===== src/rtl/divu_hilo_unit_pkg.sv =====
// rtl/divu_hilo_unit_pkg.sv - shared definitions for the divu HI/LO unit
// Purpose : divider FSM state encoding, default operand width and the
//           funct codes of the instructions that drive this unit.
// Ports   : none (package).
package divu_hilo_unit_pkg;

   typedef enum logic [1:0] {
      DIV_IDLE = 2'd0,
      DIV_RUN  = 2'd1,
      DIV_DONE = 2'd2
   } div_state_e;

   localparam int DEFAULT_WIDTH = 32;

   localparam logic [5:0] FUNCT_DIVU = 6'd27;
   localparam logic [5:0] FUNCT_MFHI = 6'd16;
   localparam logic [5:0] FUNCT_MFLO = 6'd18;

endpackage


===== src/rtl/divu_hilo_unit_step.sv =====
// rtl/divu_hilo_unit_step.sv - one combinational restoring-division step
// Purpose : shifts {rem,quo} left by one and conditionally subtracts dsr,
//           producing the next partial remainder and quotient.
// Ports   : rem, quo, dsr  (in,  WIDTH) current remainder, quotient, divisor
//           rem_next       (out, WIDTH) remainder after this step
//           quo_next       (out, WIDTH) quotient after this step
module divu_step #(
   parameter int WIDTH = 32
) (
   input  logic [WIDTH-1:0] rem,
   input  logic [WIDTH-1:0] quo,
   input  logic [WIDTH-1:0] dsr,
   output logic [WIDTH-1:0] rem_next,
   output logic [WIDTH-1:0] quo_next
);

   // Remainder widened by one bit so the shifted-in MSB never overflows
   // the comparison against the divisor.
   logic [WIDTH:0] tmp_rem;
   logic [WIDTH:0] dsr_ext;

   assign tmp_rem = {rem, quo[WIDTH-1]};
   assign dsr_ext = {1'b0, dsr};

   always_comb begin
      rem_next = tmp_rem[WIDTH-1:0];
      quo_next = {quo[WIDTH-2:0], 1'b0};
      if (tmp_rem >= dsr_ext) begin
         // Difference is always below dsr_ext, so the top bit is zero.
         rem_next = WIDTH'(tmp_rem - dsr_ext);
         quo_next = {quo[WIDTH-2:0], 1'b1};
      end
   end

endmodule


===== src/rtl/divu_hilo_unit.sv =====
// rtl/divu_hilo_unit.sv - unsigned iterative divider with HI/LO registers
// Purpose : restoring divu, one quotient bit per clock; quotient commits to
//           LO and remainder to HI on HiLo_ctrl; serves mfhi/mflo reads.
// Ports   : clk, rst_n        clock (rising) and async active-low reset
//           div_rst           1 holds idle / aborts; low in IDLE starts a divu
//           dividend, divisor operands, sampled on the start edge only
//           HiLo_ctrl         commit result to HI/LO (honoured in DONE only)
//           HiorLo            read select: 1 = HI, 0 = LO
//           hilo_data         selected HI/LO value
//           busy, done        RUN state / result ready and uncommitted
// Config  : HILO_FWD_EN - when defined, a commit is forwarded onto hilo_data
//           in the same cycle; otherwise hilo_data shows registered HI/LO.
module divu_hilo_unit
   import divu_hilo_unit_pkg::*;
#(
   parameter int WIDTH = DEFAULT_WIDTH,
   parameter int CNT_W = 6
) (
   input  logic             clk,
   input  logic             rst_n,
   input  logic             div_rst,
   input  logic [WIDTH-1:0] dividend,
   input  logic [WIDTH-1:0] divisor,
   input  logic             HiLo_ctrl,
   input  logic             HiorLo,
   output logic [WIDTH-1:0] hilo_data,
   output logic             busy,
   output logic             done
);

   localparam logic [CNT_W-1:0] LAST_STEP = CNT_W'(WIDTH - 1);

   div_state_e       state_q, state_d;
   logic [CNT_W-1:0] cnt_q, cnt_d;
   logic [WIDTH-1:0] hi_q, hi_d;
   logic [WIDTH-1:0] lo_q, lo_d;
   logic [WIDTH-1:0] rem_q, rem_d;
   logic [WIDTH-1:0] quo_q, quo_d;
   logic [WIDTH-1:0] dsr_q, dsr_d;
   logic [WIDTH-1:0] step_rem, step_quo;

   divu_step #(.WIDTH(WIDTH)) u_step (
      .rem      (rem_q),
      .quo      (quo_q),
      .dsr      (dsr_q),
      .rem_next (step_rem),
      .quo_next (step_quo)
   );

   always_comb begin
      state_d = state_q;
      cnt_d   = cnt_q;
      hi_d    = hi_q;
      lo_d    = lo_q;
      rem_d   = rem_q;
      quo_d   = quo_q;
      dsr_d   = dsr_q;
      case (state_q)
         DIV_IDLE: begin
            if (!div_rst) begin
               quo_d   = dividend;
               dsr_d   = divisor;
               rem_d   = '0;
               cnt_d   = '0;
               state_d = DIV_RUN;
            end
         end
         DIV_RUN: begin
            if (div_rst) begin
               cnt_d   = '0;
               state_d = DIV_IDLE;
            end else begin
               rem_d = step_rem;
               quo_d = step_quo;
               cnt_d = cnt_q + CNT_W'(1);
               if (cnt_q == LAST_STEP) begin
                  state_d = DIV_DONE;
               end
            end
         end
         DIV_DONE: begin
            // Commit takes priority over a simultaneous div_rst.
            if (HiLo_ctrl) begin
               hi_d    = rem_q;
               lo_d    = quo_q;
               state_d = DIV_IDLE;
            end else if (div_rst) begin
               state_d = DIV_IDLE;
            end
         end
         default: state_d = DIV_IDLE;
      endcase
   end

   always_ff @(posedge clk or negedge rst_n) begin
      if (!rst_n) begin
         state_q <= DIV_IDLE;
         cnt_q   <= '0;
         hi_q    <= '0;
         lo_q    <= '0;
         rem_q   <= '0;
         quo_q   <= '0;
         dsr_q   <= '0;
      end else begin
         state_q <= state_d;
         cnt_q   <= cnt_d;
         hi_q    <= hi_d;
         lo_q    <= lo_d;
         rem_q   <= rem_d;
         quo_q   <= quo_d;
         dsr_q   <= dsr_d;
      end
   end

   assign busy = (state_q == DIV_RUN);
   assign done = (state_q == DIV_DONE);

`ifdef HILO_FWD_EN
   // hi_d/lo_d already carry rem/quo during a commit, and equal the
   // registers otherwise, so they double as the forwarding path.
   assign hilo_data = HiorLo ? hi_d : lo_d;
`else
   assign hilo_data = HiorLo ? hi_q : lo_q;
`endif

endmodule


===== config.mk =====
export PLATFORM = sky130hd
export DESIGN_NAME = divu_hilo_unit
export DESIGN_NICKNAME = d
export VERILOG_FILES = /design/src/rtl/divu_hilo_unit_pkg.sv /design/src/rtl/divu_hilo_unit_step.sv /design/src/rtl/divu_hilo_unit.sv
export SDC_FILE = /design/constraint.sdc
export NUM_CORES = 1
export LEC_CHECK = 0
export ABC_AREA = 0
export ABC_CLOCK_PERIOD_IN_PS = 3670
export BUFFER_PORTS_ARGS = -buffer_cell sky130_fd_sc_hd__clkbuf_2
export CORE_AREA = 2 2 150 123
export CTS_BUF_LIST = sky130_fd_sc_hd__clkbuf_2
export CTS_CLUSTER_SIZE = 14
export DETAILED_ROUTE_END_ITERATION = 10
export DIE_AREA = 0 0 152 125
export PLACE_DENSITY = 0.8
export SLEW_MARGIN = 20
export SYNTH_ARGS = -nofsm -noshare
export SYNTH_HDL_FRONTEND = slang
export SYNTH_SLANG_ARGS = --single-unit

===== constraint.sdc =====
create_clock -name clk -period 3.67 [get_ports clk]
set_input_delay 0.734 -clock clk [delete_from_list [all_inputs] [get_ports clk]]
set_output_delay 0.734 -clock clk [all_outputs]
set_load 0.05 [all_outputs]

# After elaboration in Yosys (flattened, before gate mapping)
# Index checks and enable logic that the tools add are counted.
[op_classes]
addsub = 2
n_lt_le_gt_ge = 1
n_eq_ne = 7
n_mux = 18
bitwise_logic = 1
n_reduce_logical = 7
[ops]
columns = ["operator", "n"]
rows = [
  ["two-way mux 32 bit", 6],
  ["one-hot mux 32 bit (2 select lines)", 2],
  ["greater-or-equal comparator 33 x 32 -> 1 bit", 1],
  ["subtractor 32 bit", 1],
  ["two-way mux 6 bit", 2],
  ["one-hot mux 6 bit (2 select lines)", 1],
  ["two-way mux 2 bit", 5],
  ["adder 6 x 1 -> 6 bit, second input constant", 1],
  ["equality test 6 x 5 -> 1 bit, second input constant", 1],
  ["one-hot mux 2 bit (3 select lines)", 1],
  ["AND reduction 2 bit", 3],
  ["AND reduction 3 bit", 2],
  ["!= test 2 bit, second input constant", 2],
  ["!= test 3 x 2 -> 1 bit, second input constant", 1],
  ["!= test 3 bit, second input constant", 1],
  ["equality test 2 x 1 -> 1 bit, second input constant", 1],
  ["equality test 2 bit, second input constant", 1],
  ["logical NOT 2 bit", 1],
  ["nonzero test 2 bit", 1],
  ["two-way mux 1 bit", 1],
  ["inverter 1 bit", 1],
]
[word_totals]
ff_bits = 168
elab_cells = 43

# Longest topological paths before layout
# Gate-level depths: netlist (run 1).
[depth]
word_depth = 4
depth_mapped = 14

# Cells and area by module
# From an unflattened synthesis (run 1), not the netlist that was laid out.
[hier_totals]
hier_cells = 913
area_unflattened_um2 = 9721.8
[by_module_without_submodules]
columns = ["module", "n_inst", "cells_each", "area_each_um2", "seq_area_each_um2"]
rows = [
  ["divu_hilo_unit", 1, 559, 7158.1, 4204.0],
  ["divu_step", 1, 354, 2563.7, 0.0],
]

# Worst setup path before layout (run 1)
# No wires, ideal clock.
[synth_timing]
path_type = "register to register"
start = "reg quo_q[31]"
end = "reg rem_q[26]"
setup_time_ns = 0.132
t_arrival_ns = 2.482
required_ns = 3.538
setup_slack_ns = 1.056
stages_incl_launch_ff = 13
path_buffers = 0
path_cell_list = "dfrtp_1 -> inv_1 -> ha_1 -> fa_1 -> nand2b_1 -> a21oi_1 -> a21oi_1 -> o211ai_1 -> o31ai_2 -> o21bai_1 -> a21oi_1 -> nand4_1 -> or3b_1"
[synth_via]
elab_chain_cells = 4
word_cells_on_any_way = 5
cone_classes = "add/sub: 1; order compare: 1; mux: 3"
[synth_lines]
columns = ["element", "line", "rtl"]
rows = [
  ["start: declaration", "divu_hilo_unit.sv:38", "logic [WIDTH-1:0] quo_q, quo_d;"],
  ["start signal: assignment", "divu_hilo_unit.sv:110", "quo_q <= quo_d;"],
  ["subtractor 32 bit or greater-or-equal comparator 33 x 32 -> 1 bit (tied branches)", "divu_hilo_unit_step.sv:30, divu_hilo_unit_step.sv:28", ""],
  ["two-way mux 32 bit (*)", "divu_hilo_unit_step.sv:28", "if (tmp_rem >= dsr_ext) begin"],
  ["two-way mux 32 bit (*)", "divu_hilo_unit.sv:69", "if (div_rst) begin"],
  ["one-hot mux 32 bit (2 select lines) (*)", "divu_hilo_unit.sv:58", "case (state_q)"],
  ["end signal: assignment", "divu_hilo_unit.sv:109", "rem_q <= rem_d;"],
  ["end: declaration", "divu_hilo_unit.sv:37", "logic [WIDTH-1:0] rem_q, rem_d;"],
]
# Mark *: on every way between the ends. The rest lies on a longest branch, timed or not. The select of a mux whose other input is x is not followed.
# A chain may end at the register's enable or synchronous reset.

# Final worst setup path (run 1)
[layout_timing]
start = "reg rem_q[26]"
end = "reg rem_q[12]"
[layout_via]
elab_chain_cells = 4
[layout_lines]
columns = ["element", "line"]
rows = [
  ["greater-or-equal comparator 33 x 32 -> 1 bit", "divu_hilo_unit_step.sv:28"],
  ["two-way mux 32 bit", "divu_hilo_unit_step.sv:28"],
  ["two-way mux 32 bit", "divu_hilo_unit.sv:69"],
  ["one-hot mux 32 bit (2 select lines)", "divu_hilo_unit.sv:58"],
]
# Every way passes these cells. The select of a mux whose other input is x is not followed.

==> impl_metrics.csv, run 1 <==
group,metric,value,unit
die,fp.coreArea,17700,um^2
detailed_routing,ant_nets,0,
setup_path,end_kind,"register",
synthesis,dominantRegCellSynth,"dfrtp_1",
setup_path,r2r_slack,0.46,ns
cts,htreeDepth,4,
sta,drv_slew,0,
synthesis,synth_area,8920,um^2
cts,clk_latency,0.76,ns
synthesis,postSynthAreaPerCell,10.2,um^2
die,dieWidth,152,um
cts,hold_buffers,1,
sta,holdWs,0.164,ns
setup_path,ff2ff_path_depth,10,
setup_path,r2r_end,"rem_q[12]",
place,dp_hpwl,14.2,mm
setup_path,setup.worst_path.start_class,"register",
setup_path,worstPathArrival,3.86,ns
cts,clkTransAtPathRegs,0.23,ns
place,dp_worst_setup_slack,0.542,ns
die,die_h,125,um
setup_path,critPathMaxFanout,24,
job,maxCapViolCount,0,
sta,rsz0062_at_grt,"no",
global_routing,grt_antenna_before_repair,1,
detailed_routing,vias,6728,
detailed_routing,routed_wl,20.2,mm
detailed_routing,drt-pass1-iter-count,5,
worst_hold_path,hp-class,"input pin to register",
cts,root_buffer,"clkbuf_2",
global_routing,track_usage,22.1,%
synthesis,ys_warn_count,0,
synthesis,synth-seq-area-share,47.1,%
power_and_ir_drop,power_density,421,nW/um^2
cts,cts.path.max_buffers,2,
synthesis,syn_nets,976,
cts,cts_tree,"yes",
sta,relSlewSlack,36.4,%
synthesis,syn_inst,873,
detailed_routing,vias_per_cell,5.60,
cts,cts_setup_buffers,0,
global_routing,grt_pass1_wl,34.2,mm
detailed_routing,drt-wirelength-per-cell,16.8,um
final_layout,diodes,0,
die,rows,44,
sta,tightest_slew,0.954,ns
synthesis,synth-edff-count,0,
detailed_routing,drt-initial-drc-count,552,
place,numPortBuffers,102,
synthesis,ys_seq_elements,168,
global_routing,grt_max_degree,98,
status,status,"complete, no violations",
sta,hold_violations,0,
sta,period_share,87.5,%
sta,setup_ws,0.458,ns
sta,period_minus_slack,3.21,ns
die,num_io_pins,103,
final_layout,final_nets,1063,
global_routing,grt_overflow_total,0,
worst_hold_path,min_to,"state_q[1]",
die,design.die.area,19000,um^2
synthesis,synthArstFlopShare,100,%
cts,cts_resized,0,
worst_hold_path,whs_path_depth,2,
die,initial_core_util,50.5,%
setup_path,r2r-start,"rem_q[26]",
sta,fmax,0.311,GHz
power_and_ir_drop,power_leakage,5.00,nW
sta,fin_setup_tns,0,ns
place,routabilityCongestion,0.938,
synthesis,ys_types,59,
cts,clock-sinks,168,
cts,cts_inserted_buffers,17,
setup_path,worstSetupPathType,"register to register",
final_layout,synthToLayoutAreaGrowth,12.0,%
detailed_routing,drc,0,
power_and_ir_drop,max-vdd-ir-drop,0.265,mV
global_routing,grt_pass1_vias,6751,
worst_hold_path,min-delay-start,"div_rst",
final_layout,layout-drive-gt1-share,26.1,%
sta,finalSetupViolCount,0,
setup_path,critPathRequiredTime,4.32,ns
final_layout,utilization,56.5,%
sta,clock_skew,0.0327,ns
-- logic make-up (layout without fill, tap and decap cells) --
group	Yosys count	after routing	synth area share, %
multiplexers	136	136	16.6
buffers and inverters	88	187	3.94
adder cells (fa/ha/maj)	34	34	4.85
AO/OA/AOI/OAI	226	226	15.5
XOR/XNOR	25	25	2.45
flip-flops	168	168	47.1
AND/OR/NAND/NOR	196	196	9.53
-- metrics by stage --
| stage | cells | instance area, um^2 | total power, mW |
|---|---|---|---|
| 5_1_grt | 1202 | 9990 | 4.46 |
| 2_1_floorplan | 873 | 8920 | 2.76 |
| 3_3_place_gp | 1170 | 9680 | 3.01 |
| 4_1_cts | 1202 | 9990 | 4.23 |
| 6_report | 1202 | 9990 | 4.21 |
| 3_5_place_dp | 1170 | 9680 | 3.03 |
-- cells in the final DEF, fill, tap and decap left out, types with 4 or more instances in the layout --
master     instances
a21o_1             7
nand4_1           11
xor2_1            13
clkbuf_2         118
nand2b_1           5
bufinv_16          5
dfrtp_1          168
nor2_1            37
inv_1             41
a32oi_1            4
o21a_1             5
o21bai_1           6
a21oi_1           45
nand3_1            8
a211oi_1           4
and3_1             5
mux2_2            96
buf_4              9
nand2_1          109
a22o_1             9
or3_1              4
xnor2_1           12
mux2i_1           40
ha_1              33
o21ai_0          114
-- registers in the layout, indices dropped and copies added, names as in the netlist --
signal	cells
quo_q	32
hi_q	32
cnt_q	6
dsr_q	32
rem_q	32
state_q	2
lo_q	32
-- where the power goes --
group / internal [mW] / switching [mW]
Combinational: 0.372 / 0.577
Sequential: 1.97 / 0.0897
Clock: 0.521 / 0.676
-- Yosys cell counts (4+ instances only) --
library cell,n,area share (%)
buf_1,7,0.29
nand2b_1,5,0.35
o21a_1,5,0.42
clkbuf_1,32,1.3
nand3_1,8,0.45
a211oi_1,4,0.34
or3_1,4,0.28
mux2i_1,40,4.5
nor2_1,38,1.6
and3_1,5,0.35
ha_1,33,4.6
inv_1,41,1.7
nand4_1,11,0.77
o21bai_1,6,0.50
nor2b_1,4,0.28
xor2_1,13,1.3
a22o_1,9,0.88
a21oi_1,45,2.5
a21o_1,7,0.59
xnor2_1,12,1.2
o21ai_0,114,6.4
mux2_2,96,12
a32oi_1,4,0.39
dfrtp_1,168,47
nand2_1,110,4.6
-- area by class of cell --
class,count,area [um^2]
clock buffer,17,85.1
clock inverter,14,221
fill,1531,7680
inverter,41,154
multi-input combinational,617,4390
sequential,168,4200
tap,230,288
timing repair buffer,115,654
-- metal layers --
metal / vias to the layer above / share of wire (%) / global-route usage, % / routed length, um
met5: - / 0 / 0 / 0
met2: 178 / 48 / 36.6 / 9720
li1: 3267 / - / - / -
met3: 30 / 4.6 / 4.61 / 935
met4: 0 / 1.5 / 5.94 / 299
met1: 3253 / 46 / 29.9 / 9260
-- critical path: stages (launching register included) --
cell and delay, ns:
dfrtp_1 0.47, ha_1 0.44, nand4_1 0.22, or3_1 0.42, nor2_1 0.16, a41oi_1 0.15
nor3_2 0.19, a211o_1 0.46, buf_12 0.25, mux2i_1 0.24, o21ai_0 0.10
-- worst max path at each step --
stage                          from         to  slack, ns  depth (start not counted)
after floorplan           quo_q[31]  rem_q[26]       1.06                         12
after global placement    rem_q[26]  rem_q[12]       0.60                         10
after detailed placement  rem_q[26]  rem_q[12]       0.54                         10
after CTS                 rem_q[26]  rem_q[12]       0.50                         10
after global routing      rem_q[26]  rem_q[12]       0.20                         10
final                     rem_q[26]  rem_q[12]       0.46                         10
No activity file was read; power rests on OpenSTA's default activity.
==> run 2: changes to the inputs <==
CORE_AREA = 2 2 123 149   (was 2 2 150 123)
DIE_AREA = 0 0 125 151   (was 0 0 152 125)
SKIP_CTS_REPAIR_TIMING = 1   (was not set)
==> run 2 against run 1 <==
Effect of this change: global-route usage up 0.069 points; register-to-register slack better by 0.05 ns; hold slack worse by 0.0072 ns; design area about the same; via count about the same; power down 1.0%; core utilization up 0.95 points; cell count down 0.58%; critical path depth up 1; worst setup slack better by 0.049 ns; highest routed layer unchanged.
==> impl_metrics.csv, run 2 (synthesis results as in run 1) <==
group,metric,value,unit
status,status,"complete, no violations",
cts,clock-sinks,168,
global_routing,grt_antenna_before_repair,1,
place,place_inst,1161,
power_and_ir_drop,clock_power_share,27.6,%
die,rows,53,
sta,relSlewSlack,49.6,%
worst_hold_path,min-delay-start,"divisor[17]",
cts,cts_inserted_buffers,17,
setup_path,worstPathArrival,3.87,ns
place,dp_hpwl,14.7,mm
power_and_ir_drop,max-vdd-ir-drop,0.184,mV
die,die_h,151,um
power_and_ir_drop,power_density,417,nW/um^2
power_and_ir_drop,pwr-share-seq,49.6,%
setup_path,path_buf_inv,1,
detailed_routing,drc,0,
place,routabilityCongestion,0.938,
die,dieWidth,125,um
detailed_routing,ant_nets,0,
final_layout,final_common_cell,"dfrtp_1",
setup_path,ff2ff_path_depth,11,
worst_hold_path,whs_path_depth,3,
global_routing,grt_max_degree,73,
setup_path,r2r_end,"rem_q[0]",
detailed_routing,drt-wirelength-per-cell,16.9,um
cts,clk_latency,0.76,ns
power_and_ir_drop,p_comb_share,22.8,%
setup_path,r2r-start,"rem_q[26]",
sta,period_minus_slack,3.16,ns
power_and_ir_drop,p_int,2.86,mW
setup_path,setup.worst_path.start_class,"register",
setup_path,cp_slowest_stage_delay,0.48,ns
setup_path,critPathRequiredTime,4.38,ns
worst_hold_path,min_to,"dsr_q[17]",
place,dp_worst_setup_slack,0.620,ns
detailed_routing,drt-pass1-iter-count,5,
power_and_ir_drop,switching_share,31.3,%
detailed_routing,vias,6723,
global_routing,grt_overflow_total,0,
sta,setup_ws,0.507,ns
sta,tightest_slew,0.753,ns
setup_path,slowest_stage,"dfrtp_1",
die,fp.coreArea,17400,um^2
die,num_io_pins,103,
place,numPortBuffers,102,
sta,holdWs,0.157,ns
setup_path,end_kind,"register",
sta,hold_violations,0,
final_layout,final_nets,1064,
final_layout,fin_cells,1195,
sta,fin_setup_tns,0,ns
detailed_routing,drt-initial-drc-count,380,
cts,root_buffer,"clkbuf_2",
die,design.die.area,18900,um^2
setup_path,critPathMaxFanout,22,
setup_path,crit_path_frequent_cell,"nor2_1",
job,maxCapViolCount,0,
cts,cts_tree,"yes",
detailed_routing,routed_wl,20.2,mm
global_routing,grt_pass1_wl,33.7,mm
setup_path,r2r_slack,0.51,ns
sta,finalSetupViolCount,0,
cts,htreeDepth,4,
global_routing,grt_pass1_vias,6692,
sta,clock_skew,0.0256,ns
sta,rsz0062_at_grt,"no",
final_layout,synthToLayoutAreaGrowth,11.9,%
setup_path,critPathTopFamily,"simple AND/OR/NAND/NOR gates",
final_layout,fillers,1485,
worst_hold_path,hp-class,"input pin to register",
sta,fmax,0.316,GHz
setup_path,crit_chain,"ha_1 -> nand4_1 -> or3_1 -> nor2_1 -> a41oi_1 -> nor3_2 -> a211o_1 -> buf_12 -> nor2_1 -> a21oi_1 -> a22o_1",
final_layout,layout_common_cells,"dfrtp_1 (168), clkbuf_2 (119), o21ai_0 (114), nand2_1 (109), mux2_2 (96)",
power_and_ir_drop,power_leakage,5.01,nW
detailed_routing,vias_per_cell,5.63,
global_routing,track_usage,22.2,%
cts,clkTransAtPathRegs,0.23,ns
power_and_ir_drop,power.switching,1.30,mW
die,initial_core_util,51.4,%
cts,cts.path.max_buffers,2,
sta,drv_slew,0,
sta,period_share,86.2,%
final_layout,layout-drive-gt1-share,26.0,%
setup_path,worstSetupPathType,"register to register",
run 2: changes by cell type in the layout (fill, tap and decap cells not counted):
cell / before / now
inv_6: 2 / 1
buf_12: 3 / 4
clkinv_1: 0 / 3
clkinv_4: 2 / 1
diode_2: 0 / 1
inv_8: 1 / 0
clkbuf_2: 118 / 119
run 2: metal layers:
| layer | global-route usage [%] | share of wire (%) |
|---|---|---|
| met5 | 0 | 0 |
| met4 | 7.94 | 2.1 |
| met3 | 3.96 | 4.7 |
| met2 | 36.4 | 47 |
| met1 | 30.0 | 46 |
run 2: worst min-delay path: stages:
cell	delay, ns
clkbuf_2	0.07
nand2_1	0.03
o21ai_0	0.06
run 2: worst max path at each step:
stage	slack (ns)	cells after the start	start	end
4_1_cts	0.57	12	dsr_q[1]	rem_q[0]
2_1_floorplan	1.06	12	quo_q[31]	rem_q[26]
3_5_place_dp	0.62	11	dsr_q[1]	rem_q[8]
5_1_grt	0.26	11	rem_q[26]	rem_q[3]
6_report	0.51	11	rem_q[26]	rem_q[0]
3_3_place_gp	0.58	11	rem_q[26]	rem_q[3]
run 2: power by group through the flow:
stage	Clock (mW)	Sequential (mW)	Combinational, mW
after global routing	1.26	2.08	1.07
final	1.15	2.07	0.951
after floorplan	0	2.07	0.694
after CTS	1.18	2.06	0.947
after global placement	0	2.09	0.925
after detailed placement	0	2.10	0.942
run 2: layout make-up:
class                           count  area [um^2]  share of cell area, %
Multi-Input combinational cell    617         4390                   43.9
Sequential cell                   168         4200                   42.1
Timing Repair Buffer              116          674                   6.75
Tap cell                          220          275                   2.76
Clock inverter                     14          204                   2.04
Inverter                           41          154                   1.54
Clock buffer                       18         90.1                  0.902
Antenna cell                        1         2.50                 0.0250
run 2: metrics by stage:
step / area, um^2 / utilization, % / total power [mW]
after floorplan: 8920 / - / 2.76
after global placement: 9680 / 55.7 / 3.02
after detailed placement: 9680 / 55.7 / 3.04
after CTS: 9980 / 57.4 / 4.19
after global routing: 9990 / 57.5 / 4.41
final: 9990 / 57.5 / 4.17
==> run 3: changes to the inputs <==
CORE_AREA = 2 2 115 139   (was 2 2 123 149)
DIE_AREA = 0 0 117 141   (was 0 0 125 151)
PLACE_DENSITY = 0.89   (was 0.8)
REMOVE_ABC_BUFFERS = 1   (was not set)
==> run 3 against run 2 <==
Effect of this change: the flow now finishes with violations (negative hold slack); non-clock buffer count grew 3; critical path depth shrank 1; worst setup slack lost 0.037 ns; hold slack lost 0.17 ns; sequential share of layout area grew 0.44 points; global-route usage grew 2.9 points; clock skew grew 0.0084 ns; design area shrank 1.0%; critical endpoint is now rem_q[7]; largest cell class unchanged.
==> impl_metrics.csv, run 3 (synthesis results as in run 1) <==
group,metric,value,unit
detailed_routing,drt-pass1-iter-count,5,
sta,finalSetupViolCount,0,
die,fp.coreArea,15300,um^2
die,design.die.area,16500,um^2
detailed_routing,drc,0,
detailed_routing,ant_nets,0,
cts,cts_inserted_buffers,17,
global_routing,grt_pass1_vias,6589,
power_and_ir_drop,clock_power_share,24.1,%
sta,fmax,0.313,GHz
power_and_ir_drop,power.switching,1.33,mW
place,dp_hpwl,14.3,mm
cts,htreeDepth,4,
power_and_ir_drop,max-vdd-ir-drop,0.172,mV
die,initial_core_util,58.2,%
setup_path,critPathMaxFanout,14,
final_layout,layout-drive-gt1-share,26.1,%
die,dieWidth,117,um
die,rows,50,
place,numPortBuffers,102,
sta,relSlewSlack,40.6,%
global_routing,grt_overflow_total,0,
final_layout,synthToLayoutAreaGrowth,10.8,%
global_routing,grt_antenna_before_repair,2,
final_layout,layout_common_cells,"dfrtp_1 (168), clkbuf_2 (119), o21ai_0 (114), nand2_1 (109), mux2_2 (96)",
cts,clkTransAtPathRegs,0.25,ns
power_and_ir_drop,switching_share,33.4,%
place,postPlaceCellArea,9660,um^2
sta,setup_ws,0.470,ns
status,violations,"negative hold slack",
sta,hold_violations,5,
setup_path,slowest_stage,"dfrtp_1",
place,routabilityCongestion,0.968,
setup_path,setup.worst_path.start_class,"register",
global_routing,grt_pass1_wl,32.6,mm
setup_path,worstSetupPathType,"register to register",
final_layout,final_nets,1067,
final_layout,fin_area,9890,um^2
setup_path,end_kind,"register",
cts,cts.path.max_buffers,2,
die,die_h,141,um
cts,root_buffer,"clkbuf_2",
sta,period_minus_slack,3.20,ns
power_and_ir_drop,pwr-share-seq,52.0,%
die,num_io_pins,103,
global_routing,track_usage,25.1,%
cts,cts_tree,"yes",
global_routing,grt_max_degree,97,
sta,holdWs,-0.0170,ns
detailed_routing,drt-wirelength-per-cell,16.8,um
sta,rsz0062_at_grt,"no",
job,maxCapViolCount,0,
final_layout,final_common_cell,"dfrtp_1",
place,dp_worst_setup_slack,0.540,ns
sta,clock_skew,0.0340,ns
setup_path,r2r_end,"rem_q[7]",
setup_path,r2r_slack,0.47,ns
sta,tightest_slew,0.892,ns
power_and_ir_drop,p_comb_share,23.9,%
power_and_ir_drop,power,3.98,mW
detailed_routing,routed_wl,19.9,mm
detailed_routing,vias_per_cell,5.69,
setup_path,crit_chain,"ha_1 -> nand4_1 -> or3_1 -> nor2_1 -> a41oi_1 -> nor3_2 -> a211o_1 -> buf_4 -> mux2i_1 -> o21ai_0",
power_and_ir_drop,power_density,403,nW/um^2
cts,clock-sinks,168,
setup_path,critPathRequiredTime,4.34,ns
sta,period_share,87.2,%
power_and_ir_drop,power_leakage,4.98,nW
setup_path,ff2ff_path_depth,10,
setup_path,cp_slowest_stage_delay,0.47,ns
detailed_routing,drt-initial-drc-count,546,
worst_hold_path,hp-class,"input pin to async pin",
detailed_routing,vias,6753,
sta,drv_slew,0,
setup_path,worstPathArrival,3.87,ns
cts,clk_latency,0.76,ns
power_and_ir_drop,p_int,2.65,mW
setup_path,r2r-start,"rem_q[26]",
final_layout,utilization,64.5,%
status,status,"finished, violations left",
-- run 3: final cells by class --
| cell class | count | area [um^2] |
|---|---|---|
| antenna | 2 | 5.00 |
| multi-input combinational | 617 | 4390 |
| fill | 1202 | 5440 |
| timing repair buffer | 119 | 657 |
| tap | 208 | 260 |
| clock inverter | 14 | 130 |
| inverter | 41 | 154 |
| clock buffer | 18 | 90.1 |
| sequential | 168 | 4200 |
-- run 3: worst max-delay path by stage --
stage	to	cells after the start	slack, ns	from
2_1_floorplan	rem_q[30]	5	-1.43	state_q[0]
6_report	rem_q[7]	10	0.47	rem_q[26]
3_3_place_gp	rem_q[12]	10	0.63	rem_q[26]
3_5_place_dp	rem_q[7]	10	0.54	rem_q[26]
5_1_grt	rem_q[17]	11	0.27	rem_q[26]
4_1_cts	rem_q[7]	10	0.51	rem_q[26]
-- run 3: per-layer routing --
layer | routed length (um) | GRT usage [%] | vias up | part of all wire [%]
met3 | 823 | 4.21 | 30 | 4.1
met5 | 0 | 0 | - | 0
li1 | - | - | 3272 | -
met1 | 9310 | 36.2 | 3259 | 47
met2 | 9360 | 38.7 | 192 | 47
met4 | 419 | 8.42 | 0 | 2.1
-- run 3: metrics by stage --
stage,cells,setup TNS [ns]
final,1187,0
after global routing,1187,0
after CTS,1185,0
after detailed placement,1153,0
after global placement,1153,0
after floorplan,826,-37.87
-- run 3: power by group through the flow --
stage / sequential (mW) / clock, mW / combinational (mW)
after floorplan: 2.07 / 0 / 0.669
after detailed placement: 2.10 / 0 / 0.941
after CTS: 2.07 / 0.969 / 0.945
final: 2.07 / 0.962 / 0.951
after global routing: 2.09 / 1.05 / 1.06
after global placement: 2.09 / 0 / 0.917
-- run 3: critical path: cells and delay by family (launching register included) --
| family | cells | cell delay, ns |
|---|---|---|
| and+or+nand+nor | 4 | 0.96 |
| AOI/OAI and AO/OA | 3 | 0.68 |
| DFF | 1 | 0.47 |
| adders and majority gates | 1 | 0.44 |
| buffers and inverters | 1 | 0.31 |
| muxes | 1 | 0.23 |
